--- config.mk ---
export PLATFORM = sky130hd
export DESIGN_NAME = ps2_device_tx
export DESIGN_NICKNAME = d
export VERILOG_FILES = /design/src/rtl/ps2_pkg.sv /design/src/rtl/ps2_tick_gen.sv /design/src/rtl/ps2_device_tx.sv
export SDC_FILE = /design/constraint.sdc
export NUM_CORES = 1
export LEC_CHECK = 0
export BUFFER_PORTS_ARGS = -buffer_cell sky130_fd_sc_hd__buf_2
export CORE_MARGIN = 2
export CORE_UTILIZATION = 27
export CTS_CLUSTER_SIZE = 28
export DETAILED_ROUTE_END_ITERATION = 8
export PLACE_DENSITY = 0.53
export SLEW_MARGIN = 15
export SYNTH_ARGS = -nofsm -noshare
export SYNTH_HDL_FRONTEND = slang
export SYNTH_HIERARCHICAL = 1
export SYNTH_SLANG_ARGS = --single-unit
--- constraint.sdc ---
create_clock -name clk_sys -period 4.9 [get_ports clk_sys]
set_input_delay 0.49 -clock clk_sys [delete_from_list [all_inputs] [get_ports clk_sys]]
set_output_delay 0.49 -clock clk_sys [all_outputs]
set_load 0.05 [all_outputs]
--- src/rtl/ps2_pkg.sv ---
// ps2_pkg: shared definitions for the PS/2 device-side transmitter.
//   ps2_state_e    - transmitter FSM states
//   PS2_FRAME_BITS - start + 8 data + parity + stop
//   ps2_parity()   - odd-parity bit for a data byte
package ps2_pkg;

    localparam int unsigned PS2_FRAME_BITS = 11;

    typedef enum logic [1:0] {
        StIdle,
        StBitHi,
        StBitLo,
        StGap
    } ps2_state_e;

    // Odd parity: the parity bit makes the total count of ones in data+parity odd.
    function automatic logic ps2_parity(input logic [7:0] data);
        return ~^data;
    endfunction

endpackage

--- src/rtl/ps2_tick_gen.sv ---
// ps2_tick_gen: half-period down-counter for the PS/2 clock.
//   clk_sys  in  system clock
//   rst      in  asynchronous active-high reset
//   i_load   in  reload the counter with CLK_DIV-1 (start of a new phase)
//   o_expire out last cycle of the current half-period
module ps2_tick_gen
    import ps2_pkg::*;
#(
    parameter int unsigned CLK_DIV = 2500
) (
    input  logic clk_sys,
    input  logic rst,
    input  logic i_load,
    output logic o_expire
);

    localparam logic [15:0] LOAD_VAL = 16'(CLK_DIV - 1);

    logic [15:0] r_cnt;

    always_ff @(posedge clk_sys or posedge rst) begin
        if (rst) begin
            r_cnt <= '0;
        end else if (i_load) begin
            r_cnt <= LOAD_VAL;
        end else if (r_cnt != '0) begin
            r_cnt <= r_cnt - 16'd1;
        end
    end

    assign o_expire = (r_cnt == '0);

endmodule

--- src/rtl/ps2_device_tx.sv ---
// ps2_device_tx: sends one byte at a time as an 11-bit PS/2 device-to-host frame
// (start, D0..D7, odd parity, stop), driving both lines itself, followed by an
// idle gap of GAP_CYC cycles.
//   clk_sys      in  system clock
//   rst          in  asynchronous active-high reset
//   tx_data      in  byte to send
//   tx_valid     in  byte offered, held until accepted
//   tx_ready     out byte can be accepted this cycle
//   ps2_clk_out  out PS/2 clock drive level (1 = released)
//   ps2_data_out out PS/2 data drive level (1 = released)
//   ps2_clk_in   in  sampled PS/2 clock line (host inhibit detection)
//   busy         out frame or gap in progress
//   tx_done      out one-cycle pulse when the stop bit completes
// Optional feature macro: PS2_TX_INHIBIT_EN (host inhibit / abort-and-retry).
module ps2_device_tx
    import ps2_pkg::*;
#(
    parameter int unsigned CLK_DIV = 2500,
    parameter int unsigned GAP_CYC = 5000
) (
    input  logic       clk_sys,
    input  logic       rst,
    input  logic [7:0] tx_data,
    input  logic       tx_valid,
    output logic       tx_ready,
    output logic       ps2_clk_out,
    output logic       ps2_data_out,
    input  logic       ps2_clk_in,
    output logic       busy,
    output logic       tx_done
);

    localparam int unsigned GAP_W     = (GAP_CYC > 2) ? $clog2(GAP_CYC) : 1;
    localparam logic [GAP_W-1:0] GAP_LOAD = GAP_W'(GAP_CYC - 1);
    localparam logic [3:0]  LAST_BIT  = 4'(PS2_FRAME_BITS - 1);

    ps2_state_e                r_state, w_state_nxt;
    logic [3:0]                r_bit, w_bit_nxt;
    logic [PS2_FRAME_BITS-1:0] r_frame, w_frame_nxt;
    logic [GAP_W-1:0]          r_gap, w_gap_nxt;
    logic                      r_done, w_done_nxt;
    logic                      w_load;
    logic                      w_expire;
    logic                      w_ready;

`ifdef PS2_TX_INHIBIT_EN
    logic [1:0] r_sync;
    logic       r_retry, w_retry_nxt;
    logic       w_inhibit;

    always_ff @(posedge clk_sys or posedge rst) begin
        if (rst) begin
            r_sync <= 2'b11;
        end else begin
            r_sync <= {r_sync[0], ps2_clk_in};
        end
    end

    assign w_inhibit = ~r_sync[1];
    assign w_ready   = (r_state == StIdle) && !w_inhibit;
`else
    logic w_unused_clk_in;
    assign w_unused_clk_in = ps2_clk_in;
    assign w_ready         = (r_state == StIdle);
`endif

    ps2_tick_gen #(
        .CLK_DIV (CLK_DIV)
    ) u_tick (
        .clk_sys  (clk_sys),
        .rst      (rst),
        .i_load   (w_load),
        .o_expire (w_expire)
    );

    always_comb begin
        w_state_nxt = r_state;
        w_bit_nxt   = r_bit;
        w_frame_nxt = r_frame;
        w_gap_nxt   = r_gap;
        w_done_nxt  = 1'b0;
        w_load      = 1'b0;
`ifdef PS2_TX_INHIBIT_EN
        w_retry_nxt = r_retry;
`endif
        case (r_state)
            StIdle: begin
                if (tx_valid && w_ready) begin
                    w_frame_nxt = {1'b1, ps2_parity(tx_data), tx_data, 1'b0};
                    w_bit_nxt   = '0;
                    w_state_nxt = StBitHi;
                    w_load      = 1'b1;
                end
            end
            StBitHi: begin
                if (w_expire) begin
                    w_state_nxt = StBitLo;
                    w_load      = 1'b1;
                end
`ifdef PS2_TX_INHIBIT_EN
                // Host pulled clock low: abandon this attempt and retry after the gap.
                // Once the stop bit is on the line the frame is allowed to finish.
                if (w_inhibit && (r_bit < LAST_BIT)) begin
                    w_state_nxt = StGap;
                    w_load      = 1'b0;
                    w_gap_nxt   = GAP_LOAD;
                    w_bit_nxt   = '0;
                    w_retry_nxt = 1'b1;
                end
`endif
            end
            StBitLo: begin
                if (w_expire) begin
                    if (r_bit == LAST_BIT) begin
                        w_state_nxt = StGap;
                        w_gap_nxt   = GAP_LOAD;
                        w_bit_nxt   = '0;
                        w_done_nxt  = 1'b1;
                    end else begin
                        w_state_nxt = StBitHi;
                        w_bit_nxt   = r_bit + 4'd1;
                        w_load      = 1'b1;
                    end
                end
            end
            StGap: begin
                if (r_gap == '0) begin
                    w_state_nxt = StIdle;
`ifdef PS2_TX_INHIBIT_EN
                    if (r_retry) begin
                        // Frame register still holds the aborted byte.
                        w_state_nxt = StBitHi;
                        w_bit_nxt   = '0;
                        w_load      = 1'b1;
                        w_retry_nxt = 1'b0;
                    end
`endif
                end else begin
                    w_gap_nxt = r_gap - 1'b1;
                end
            end
            default: w_state_nxt = StIdle;
        endcase
    end

    always_ff @(posedge clk_sys or posedge rst) begin
        if (rst) begin
            r_state <= StIdle;
            r_bit   <= '0;
            r_frame <= '1;
            r_gap   <= '0;
            r_done  <= 1'b0;
        end else begin
            r_state <= w_state_nxt;
            r_bit   <= w_bit_nxt;
            r_frame <= w_frame_nxt;
            r_gap   <= w_gap_nxt;
            r_done  <= w_done_nxt;
        end
    end

`ifdef PS2_TX_INHIBIT_EN
    always_ff @(posedge clk_sys or posedge rst) begin
        if (rst) begin
            r_retry <= 1'b0;
        end else begin
            r_retry <= w_retry_nxt;
        end
    end
`endif

    // Bit value is presented for the whole BIT_HI/BIT_LO pair; r_bit only
    // changes on the BIT_LO -> BIT_HI edge, so data is stable while clock is low.
    assign ps2_data_out = ((r_state == StBitHi) || (r_state == StBitLo)) ? r_frame[r_bit] : 1'b1;
    assign ps2_clk_out  = (r_state != StBitLo);
    assign tx_ready     = w_ready;
    assign busy         = (r_state != StIdle);
    assign tx_done      = r_done;

endmodule
## Word-level counts from Yosys, hierarchy flattened

Cells that the tools add are included.

- Equal/unequal tests: 11
- Reduce and logical (&&, ||, !) cells: 15
- Mux-type cells: 27
- $add $sub $neg: 3
- Order comparisons: 1

Operator list:

| operator | number |
|---|---|
| 13-bit two-way mux | 3 |
| 16-bit two-way mux | 2 |
| 13-bit case mux with 2 select lines | 1 |
| 16-bit zero test | 1 |
| 16-bit nonzero test | 1 |
| 16-bit by 1-bit subtractor with 16-bit output, second input constant | 1 |
| 13-bit zero test | 1 |
| 13-bit by 1-bit subtractor with 13-bit output, second input constant | 1 |
| 4-bit two-way mux | 3 |
| 2-bit two-way mux | 5 |
| 1-bit two-way mux | 9 |
| 2-bit != test, second input constant | 4 |
| 2-bit case mux with 4 select lines | 1 |
| 4-bit case mux with 2 select lines | 1 |
| 4-bit AND reduction | 2 |
| 2-bit nonzero test | 4 |
| 8-bit XNOR reduction | 1 |
| 2-bit by 1-bit != test with 1-bit output, second input constant | 3 |
| 4-bit by 5-bit less-than comparator with 1-bit output, second input constant | 1 |
| 4-bit by 1-bit adder with 4-bit output, second input constant | 1 |
| 1-bit binary-select mux with 4-bit select | 1 |
| 2-bit equality test, second input constant | 2 |
| 4-bit equality test, second input constant | 1 |
| 1-bit case mux with 3 select lines | 1 |
| other kinds (6) | 6 |

- Output and inout port bits: 5
- Logic and storage cells: 63
- Input bits: 12
- Register bits: 46

## Depth between registers and ports, before layout

- Word-level depth: 5
- Depth in mapped cells: 11
- Depth with buffers taken out: 8

## Modules after synthesis

The synthesis kept the hierarchy.

Modules (own cells, without submodules):

| module | area each (um^2) | cells each | instances | sequential area each (um^2) |
|---|---|---|---|---|
| ps2_device_tx | 1831.8 | 175 | 1 | 763.2 |
| ps2_tick_gen | 925.9 | 96 | 1 | 400.4 |

## Least setup slack after synthesis

OpenSTA, ideal clock, no wires.

- Kind: flip-flop to flip-flop
- From: reg u_tick.r_cnt[10]
- To: reg r_gap[9]
- Buffers on the path: 1
- Data arrival time: 2564 ps
- Setup slack: 2267 ps
- Period minus slack after synthesis: 2633 ps
- Cell stages (with the launch flop): 9
- Library setup time: 69 ps
- Data required time: 4831 ps
- Cells stage by stage: dfrtp_1 -> or3_1 -> clkbuf_1 -> nor2_1 -> and3_2 -> nand4b_1 -> a211o_1 -> or4_2 -> nand3_1

- Cells in the longest elaborated chain, start to end: 3

RTL lines:

| what | line | text |
|---|---|---|
| start: declaration | ps2_tick_gen.sv:19 | `logic [15:0] r_cnt;` |
| start signal: assignment | ps2_tick_gen.sv:27 | `r_cnt <= r_cnt - 16'd1;` |
| 16-bit zero test | ps2_tick_gen.sv:31 | `assign o_expire = (r_cnt == '0);` |
| named net w_expire | ps2_device_tx.sv:43 | `logic w_expire;` |
| 2-bit by 1-bit != test with 1-bit output (no line) | - |  |
| 4-bit AND reduction (no line) | - |  |
| end signal: assignment | ps2_device_tx.sv:157 | `r_gap <= w_gap_nxt;` |
| end: declaration | ps2_device_tx.sv:40 | `logic [GAP_W-1:0] r_gap, w_gap_nxt;` |

The timed path passes the listed nets, and every way through them passes these cells.
A chain may end at the register's enable or synchronous reset.

## Final worst setup path

- From: reg u_tick.r_cnt[0]
- To: reg r_gap[9]

Same word-level chain as after synthesis.

==> flow_summary.yaml <==
status:
  status: "completed"
floorplanning:
  die_h_um: 105
  row_count: 36
  io_pins: 17
  die_w_um: 105
  die_area_sq_um: 11000
  start_util: 0.280
  core_area_sq_um: 9860
synthesis:
  syn_area_sq_um: 2760
  synthFlopType: "dfrtp_1"
  yosysUniqueCellTypes: 53
  synth.top_cell.area_share: 0.327
  synth-seq-cells: 46
  syn-instance-count: 271
  syn-num-nets: 294
  ys_warn_count: 6
  synth_area_per_cell_sq_um: 10.2
  async_reset_ff_frac: 1.00
  synth_edf_count: 0
  ys_seq_area_frac: 0.422
  yosysTopAreaCell: "dfrtp_1"
  synthTopCellsByArea: "dfrtp_1 (33%), dfstp_2 (9.5%), ha_1 (5.0%)"
power:
  power_frac_clock: 0.377
  p_comb_frac: 0.036
  p_per_area_nw_per_um2: 211
  power.switching_w: 0.000142
  finalPower_w: 0.000647
  p_sw_frac: 0.220
  vdd_drop_max_mv: 0.122
  p_leak_nw: 1.28
  internal-power_w: 0.000505
  seqPwrFrac: 0.587
critical_path:
  worstSetupPathType: "flop to flop"
  worstPathRequired_ns: 5.14
  cp.arrival_ns: 3.24
  r2r_cells: 8
  r2r_start: "u_tick/r_cnt[0]"
  r2r_end: "r_gap[9]"
  cp-start-kind: "flop"
  ff2ff_setup_slack_ns: 1.90
  worstSetupEndpoint: "r_gap[9]"
  cp_max_fo: 9
  critPathLaunch: "u_tick/r_cnt[0]"
  crit_path_end_kind: "flop"
timing:
  maxSlewViolCount: 0
  post-route-period-util: 0.613
  max-slew-margin-rel: 0.507
  rsz0062_at_grt: "false"
  fmax_mhz: 333
  worst_pin_slew_ns: 0.733
  setup_viol: 0
  tns_ns: 0
  fin_skew_ns: 0.00930
  period_minus_slack_ns: 3.00
  hold_viol_final: 0
clocking:
  clock_path_buffers: 2
  postCtsHoldBufs: 0
  cts_htree_levels: 2
  post-cts-setup-buffers: 0
  clock-root-buffer: "clkbuf_8"
  cts_tree: "done"
  path_clk_slew_ns: 0.09
  cts.sinks: 46
  cts_made_buffers: 5
  cts_resized: 0
  clkLatencyLatePin_ns: 0.30
global_route:
  grt_max_degree: 31
  grt_pass1_vias: 2034
  grt_pass1_wl_mm: 9.49
  antenna_found_initial: 0
  grt_overflow: 0
  grt_usage: 0.104
routing:
  vias_per_cell: 4.95
  wl_per_cell_um: 13.2
  dr.pass1.iters: 4
  drtIter0Drc: 103
  drtAntennaViolNets: 0
  wl_mm: 5.53
  drc: 0
  vias: 2074
place:
  gp_congestion: 0.761
  dp_hpwl_mm: 3.86
  portBuffers: 15
min_path:
  hold_path_class: "input port to async pin"
final_layout:
  nets: 308
  n_fill_cell: 1004
  syn2layout_area_growth_pct: 11.0
  layout-drive-gt1-share: 0.203
  n_antenna_cell: 0
run:
  maxCapViolCount: 0
-- per-stage QoR --
step | util | cell area (sq um) | instances | setup WS (ns) | hold WS, ns
after floorplan | - | 2760 | 271 | 2.27 | 0.404
after global placement | 0.301 | 2970 | 411 | 1.97 | 0.466
after detailed placement | 0.301 | 2970 | 411 | 1.97 | 0.472
after CTS | 0.310 | 3060 | 419 | 1.92 | 0.276
after global routing | 0.310 | 3060 | 419 | 1.75 | 0.308
final | 0.310 | 3060 | 419 | 1.90 | 0.257
-- power by group through the flow --
stage                     combinational, W  clock (W)  sequential, W
after global placement           0.0000243          0       0.000387
after floorplan                  0.0000149          0       0.000387
final                            0.0000236   0.000244       0.000380
after detailed placement         0.0000245          0       0.000387
after CTS                        0.0000245   0.000258       0.000380
after global routing             0.0000269   0.000269       0.000380
-- registers in the layout (all words and copies together), names as in the netlist --
register,cells
r_bit,4
r_frame,10
r_state,2
r_gap,13
tx_done,1
u_tick/r_cnt,16
-- Yosys cell counts, drive strengths merged, types with 10 or more instances --
cell type / n
nand2: 11
or3: 10
or4: 10
dfstp: 10
mux2i: 11
nor2: 14
ha: 11
dfrtp: 36
a21oi: 18
o21ai: 13
inv: 17
nor3: 10
-- final cells by class --
class                      count  area, sq um  share of cell area
tap                          133          166              0.0544
clock buffer                   8         90.1              0.0294
multi-input combinational    198         1490               0.486
inverter                      17         63.8              0.0208
timing repair buffer          17         90.1              0.0294
sequential                    46         1160               0.380
-- critical path: stages, from the launching register on --
cell      delay [ns]
dfrtp_1         0.41
inv_1           0.09
ha_1            0.23
nor4b_4         0.42
and3_2          0.36
nand4b_1        0.21
a211o_1         0.46
or4_2           0.67
nand3_1         0.10
-- layer usage --
metal	vias to the layer above	wire length (um)	track usage
li1	1027	-	-
met4	0	39	0.0257
met3	5	150	0.0225
met2	20	2690	0.176
met1	1022	2650	0.134
met5	-	0	0
-- logic make-up after synthesis --
kind of cell,synth area share
DFF,0.422
muxes,0.0930
AOI/OAI and AO/OA,0.145
xor gates and xnor gates,0.0286
and+or+nand+nor,0.223
adders and majority gates,0.0499
buffers and inverters,0.0386
-- placed cells by master, fill, tap and decap left out, drive strengths merged, types with 8 or more instances in the layout --
cell / n
a21oi: 18
buf: 17
clkbuf: 8
dfrtp: 36
dfstp: 10
ha: 11
inv: 17
mux2: 9
mux2i: 11
nand2: 11
nand3: 9
nor2: 14
nor3: 10
o21ai: 13
or3: 10
or4: 10
-- how the worst min path moves through the flow --
stage / cells past startpoint / slack, ns / to / from
2_1_floorplan: 1 / 0.40 / u_tick/r_cnt[0] / rst
3_3_place_gp: 2 / 0.47 / r_frame[9] / r_frame[9]
3_5_place_dp: 2 / 0.47 / r_frame[9] / r_frame[9]
4_1_cts: 3 / 0.28 / r_gap[5] / rst
5_1_grt: 3 / 0.31 / r_gap[5] / rst
6_report: 3 / 0.26 / r_gap[5] / rst
Note: power is estimated with default switching activity, not from simulation.
